File: src/rtl/seq_detect_ctrl.sv
// seq_detect_ctrl: serial "1011" pattern detector with a saturating match counter.
// Define SEQ_OVERLAP_EN to reuse the trailing "1" of a match as the start
// of the next pattern; leave it undefined to restart matching after each hit.
// All outputs are registered, so there is no combinational input-to-output path.
module seq_detect_ctrl (
    input  logic       clk,
    input  logic       rst,
    input  logic       din,
    input  logic       din_vld,
    input  logic       clr,
    output logic       det,
    output logic [7:0] cnt,
    output logic [2:0] state
);

    // Named states with fixed encodings; the encoding is visible on the state port for debug.
    typedef enum logic [2:0] {
        S0    = 3'd0,
        S1    = 3'd1,
        S10   = 3'd2,
        S101  = 3'd3,
        S1011 = 3'd4
    } state_e;

    localparam logic [7:0] CntMax = 8'hFF;

    state_e     state_q;
    state_e     state_d;
    logic       det_q;
    logic       det_d;
    logic [7:0] cnt_q;
    logic [7:0] cnt_d;
    logic       match;

    // A match completes when the final "1" is accepted while sitting in S101.
    assign match = din_vld && (state_q == S101) && din;

    // Next-state decode: advance only on accepted bits, and recover from illegal codes unconditionally.
    always_comb begin
        state_d = state_q;
        case (state_q)
            S0: begin
                if (din_vld) begin
                    state_d = din ? S1 : S0;
                end
            end
            S1: begin
                if (din_vld) begin
                    state_d = din ? S1 : S10;
                end
            end
            S10: begin
                if (din_vld) begin
                    state_d = din ? S101 : S0;
                end
            end
            S101: begin
                if (din_vld) begin
                    state_d = din ? S1011 : S10;
                end
            end
            S1011: begin
                if (din_vld) begin
`ifdef SEQ_OVERLAP_EN
                    state_d = din ? S1 : S10;
`else
                    state_d = din ? S1 : S0;
`endif
                end
            end
            default: begin
                state_d = S0;
            end
        endcase
    end

    // Pulse and counter next values: det follows the match, cnt counts matches and sticks at its maximum.
    always_comb begin
        det_d = match;
        cnt_d = cnt_q;
        if (match && (cnt_q != CntMax)) begin
            cnt_d = cnt_q + 8'd1;
        end
    end

    // State, pulse and counter registers; reset wins over soft clear, and both discard the current sample.
    always_ff @(posedge clk) begin
        if (rst) begin
            state_q <= S0;
            det_q   <= 1'b0;
            cnt_q   <= 8'h00;
        end else if (clr) begin
            state_q <= S0;
            det_q   <= 1'b0;
            cnt_q   <= 8'h00;
        end else begin
            state_q <= state_d;
            det_q   <= det_d;
            cnt_q   <= cnt_d;
        end
    end

    assign det   = det_q;
    assign cnt   = cnt_q;
    assign state = state_q;

endmodule

File: config.mk
export PLATFORM = sky130hd
export DESIGN_NAME = seq_detect_ctrl
export DESIGN_NICKNAME = d
export VERILOG_FILES = /design/src/rtl/seq_detect_ctrl.sv
export SDC_FILE = /design/constraint.sdc
export NUM_CORES = 1
export LEC_CHECK = 0
export BUFFER_PORTS_ARGS = -buffer_cell sky130_fd_sc_hd__buf_2
export CORE_AREA = 3 3 43 45
export CTS_CLUSTER_DIAMETER = 200
export DETAILED_ROUTE_END_ITERATION = 12
export DIE_AREA = 0 0 46 48
export PLACE_DENSITY_LB_ADDON = 0.25
export SYNTH_ARGS = -nofsm -noshare
export SYNTH_HDL_FRONTEND = slang
export SYNTH_SLANG_ARGS = --single-unit
File: constraint.sdc
create_clock -name clk -period 1.5 [get_ports clk]
set_input_delay 0.075 -clock clk [delete_from_list [all_inputs] [get_ports clk]]
set_output_delay 0.075 -clock clk [all_outputs]
set_load 0.005 [all_outputs]
## Word level (Yosys, flattened, before mapping)

Index checks and enable logic that the tools add are counted.

| word-level totals | value |
|---|---|
| register bits after elaboration | 12 |
| word-level logic and storage cells | 29 |

| operators by class | value |
|---|---|
| $add $sub $neg | 1 |
| equal/unequal tests | 9 |
| multiplexer cells | 9 |
| reductions and logical operators | 7 |

Operators by type and width:

| kind | number |
|---|---|
| two-way mux 3 bit | 5 |
| case mux 3 bit (4 select lines) | 1 |
| adder 8 x 1 -> 8 bit, second input constant | 1 |
| inequality test 8 bit, second input constant | 1 |
| == test 3 x 2 -> 1 bit, second input constant | 2 |
| inequality test 2 bit, second input constant | 3 |
| two-way mux 2 bit | 2 |
| AND reduction 4 bit | 1 |
| OR reduction 2 bit | 2 |
| == test 3 x 1 -> 1 bit, second input constant | 1 |
| == test 3 bit, second input constant | 1 |
| logical AND 1 bit | 3 |
| zero test 3 bit | 1 |
| inequality test 2 x 1 -> 1 bit, second input constant | 1 |
| two-way mux 1 bit | 1 |

## Depth between registers and ports, before layout

| logic depth | value |
|---|---|
| depth after elaboration | 4 |
| mapped depth | 5 |
| gate-level depth less buffers | 5 |

## Worst setup path before layout

No wires, ideal clock.

| path | value |
|---|---|
| kind | register -> register |
| start | reg state_q[0] (netlist: state[0]) |
| end | reg cnt_q[0] (netlist: cnt[0]) |
| setup time | 71 ps |
| arrival | 1,343 ps |
| required time | 1,429 ps |
| slack | 87 ps |
| cell stages (with the launch flop) | 6 |
| path buffers | 1 |
| clock period less this slack | 1,413 ps |
| cell sequence | dfxtp_1 > nand4_2 > or2_0 > clkbuf_2 > or3_1 > a21oi_1 |

| on the way | value |
|---|---|
| word-level cells in the longest chain between the ends | 4 |

Ends and longest elaborated chain:

| item | RTL line | source |
|---|---|---|
| start, declared | 27 | `state_e state_q;` |
| start signal, assigned | 97 | `state_q <= state_d;` |
| == test 3 x 2 -> 1 bit | 36 | `assign match = din_vld && (state_q == S101) && din;` |
| logical AND 1 bit (2 in a row) | 36 |  |
| logical AND 1 bit | 81 | `if (match && (cnt_q != CntMax)) begin` |
| end signal, assigned | 99 | `cnt_q <= cnt_d;` |
| end, declared | 31 | `logic [7:0] cnt_q;` |

No other way between the ends.
A chain may end at the register's enable or synchronous reset.

## Worst setup path after layout

| path | value |
|---|---|
| start | reg cnt_q[0] (netlist: cnt[0]) |
| end | reg cnt_q[0] (netlist: cnt[0]) |

| on the way | value |
|---|---|
| word-level cells in the longest chain between the ends | 2 |

Ends and longest elaborated chain:

| item |
|---|
| branches (longest 2 deep; another with adder 8 x 1 -> 8 bit) |

Several ways; the timed one is not identified.

==> summary.md <==
| Metric | Value |
|---|---|
| Hold-fix buffers, CTS | 0 |
| Synth warn | 0 |
| Drt first-iter violations | 12 |
| CP cell instances | ha_1 > nand2_1 > nor3_1 > or3_1 > a21oi_1 |
| Root Driver | clkbuf_4 |
| Delay-heaviest family, CP | simple AND/OR/NAND/NOR gates |
| Worst Path Buf+Inv | 0 |
| Num CTS Buffers | 3 |
| Residual overflow from global routing | 0 |
| RSZ-0062 raised after global routing | false |
| Area leader, netlist | dfxtp_1 |
| Vias in the first global route | 463 |
| Worst-path maximum fanout | 5 |
| Die Wd | 46 um |
| Final setup vio count | 0 |
| # rows | 14 |
| CP max-delay cell | dfxtp_1 |
| Maximum clock path buffer count | 2 |
| Vias/cell | 5.481 |
| Clk_lat worst skew | 0.27 ns |
| Layout Nets | 98 |
| Chip height | 48 um |
| Synthesized area per cell | 8.401 sq um |
| Required time of the critical path | 1.66 ns |
| Reg clk slew, reported paths | 0.07 ns |
| Fin crit period | 1.344 ns |
| GRT Total Usage | 13.75% |
| Clock Skew | 0.004245 ns |
| Setup TNS | 0 ns |
| Crit Path Category | register to register |
| Max Fclk | 743.9 MHz |
| Initial antenna violation count | 0 |
| Layout Cell Area excl Fill | 729.5 sq um |
| Final WL | 1.233 mm |
| Area of the die | 2208 sq um |
| CTS tree | done |
| CP max stage delay | 0.38 ns |
| DRC viols | 0 |
| Static Leakage | 0.3071 nW |
| Clk sinks | 12 |
| Core Area | 1506 sq um |
| Synth cell types | 31 |
| CP arrival | 1.50 ns |
| Initial Util | 39.04% |
| Share of the synthesized area in the top cell type | 40.85% |
| Sequential share of the synthesized area | 40.85% |
| RD Place Congestion | 0.7074 |
| Worst relative slew slack | 69.74% |
| DR pass1 iterations | 4 |
| Yosys reg bits | 12 |
| WL/cell | 11.63 um |
| Syn nets | 76 |
| First-pass GRT wire length | 2.132 mm |
| Max_cap viols | 0 |
| Resized cells post-CTS | 0 |
| I/O pin total | 17 |
| Final Hold Slack | 0.08219 ns |
| Via count | 581 |
| Pwr per Cell Area | 750.7 nW/um^2 |
| Area after DPL | 705.7 sq um |
| Post-Syn Instances | 70 |
| Mapped cell area | 588.1 sq um |
| Synth Flop Type | dfxtp_1 |
| Area delta synth->final | 24.04% |
| Antenna diodes | 0 |
| Worst IR Drop VDD | 526.8 uV |
| Share of cells above drive strength 1 | 31.11% |
| Hold violation count in the final report | 0 |
| FFs w/ async S/R, synth | 0% |
| Status | complete, no violations |
| Slew at the pin closest to its max-slew limit | 0.4505 ns |
| DP Wirelength | 905.3 um |
| Post-synth EDFFs | 0 |
| Crit path capture type | register |
| H-tree depth | 1 |
| Postcts setup bufs | 0 |
| Input/output buffers | 16 |
| Startpoint Class | register |
| Filler Cell Count | 165 |
| Tcrit/Tclk final | 89.62% |
| Post-DRT Antenna Nets | 0 |
| Hold Crit Class | input port to register |
| Maximum number of pins on one net before global-route repair | 11 |
| Max-slew violation count | 0 |
| Synth top area cells | dfxtp_1 (41%), a21oi_1 (6.8%), nor2_1 (3.8%), nor3_1 (3.4%), a311oi_1 (3.0%) |
stage by stage:
| stage | total power, mW | utilization (%) | setup slack [ns] | instances |
|---|---|---|---|---|
| floorplan | 0.3456 | - | 0.08677 | 70 |
| global placement | 0.3606 | 46.84 | 0.1349 | 103 |
| detailed placement | 0.3610 | 46.84 | 0.1304 | 103 |
| CTS | 0.5586 | 48.34 | 0.1039 | 106 |
| global route | 0.5714 | 48.42 | 0.02694 | 106 |
| finish | 0.5476 | 48.42 | 0.1557 | 106 |
worst paths after layout:
kind              startpoint     end  slack (ns)  depth (start not counted)
setup reg to reg      cnt[0]  cnt[0]        0.16                          5
hold / removal           rst  cnt[4]        0.08                          3
hold reg to reg       cnt[0]  cnt[0]        0.52                          2
setup / recovery      cnt[0]  cnt[0]        0.16                          5
per-layer routing:
metal	wire, um	global-route usage (%)
met1	618	17.59
met5	0	0
met2	524	19.78
met4	10	6.818
met3	79	5.639
power breakdown:
part	leakage (nW)	internal, mW	switching [mW]
registers	0.0973	0.320	0.00111
logic	0.196	0.0141	0.0187
clock network	0.0138	0.0929	0.101
total	0.307	0.427	0.121
layout by cell type (no fill, tap or decap), types with 2 or more instances in the layout:
| cell type | instances |
|---|---|
| nor2_1 | 6 |
| buf_2 | 16 |
| nand3_1 | 3 |
| a211oi_1 | 2 |
| nand2_1 | 4 |
| nor3_1 | 4 |
| a21oi_1 | 8 |
| buf_4 | 4 |
| inv_1 | 2 |
| nand2b_1 | 2 |
| o21ai_0 | 2 |
| or3_1 | 2 |
| a311oi_1 | 2 |
| clkbuf_4 | 3 |
| dfxtp_1 | 11 |
| nand4_1 | 2 |
Yosys cell counts, types with 2 or more instances:
cell type / count
dfxtp_1: 12
a21oi_1: 8
nor2_1: 6
nand2_1: 4
nor3_1: 4
nand3_1: 3
a211oi_1: 2
a311oi_1: 2
clkbuf_1: 2
inv_1: 2
nand2b_1: 2
nand4_1: 2
o21ai_0: 2
or3_1: 2
final cells by class:
class                           instances  area, sq um  area share [%]
Timing Repair Buffer                   20        110.1           15.09
Tap cell                               16        20.02           2.744
Sequential cell                        12        241.5           33.10
Inverter                                2        7.507           1.029
Clock buffer                            3        22.52           3.087
Multi-Input combinational cell         53        327.8           44.94
registers in the layout (all words and copies together) (netlist names):
register / cells
cnt: 8
state: 3
det: 1
tightest hold or removal path: cells and delay by family:
kind          cells  cell delay (ns)
simple gates      1             0.09
mux               1             0.05
buf+inv           1             0.09
logic make-up (layout without fill, tap and decap cells):
logic type                 Yosys count  count (layout)  synth area share (%)
muxes                                1               1                 1.702
and+or+nand+nor                     32              32                 30.85
DFF                                 12              12                 40.85
adders and majority gates            1               1                 2.127
AOI/OAI and AO/OA                   19              19                 21.07
buffers and inverters                5              25                 3.404
(Power assumes the default switching activity.)
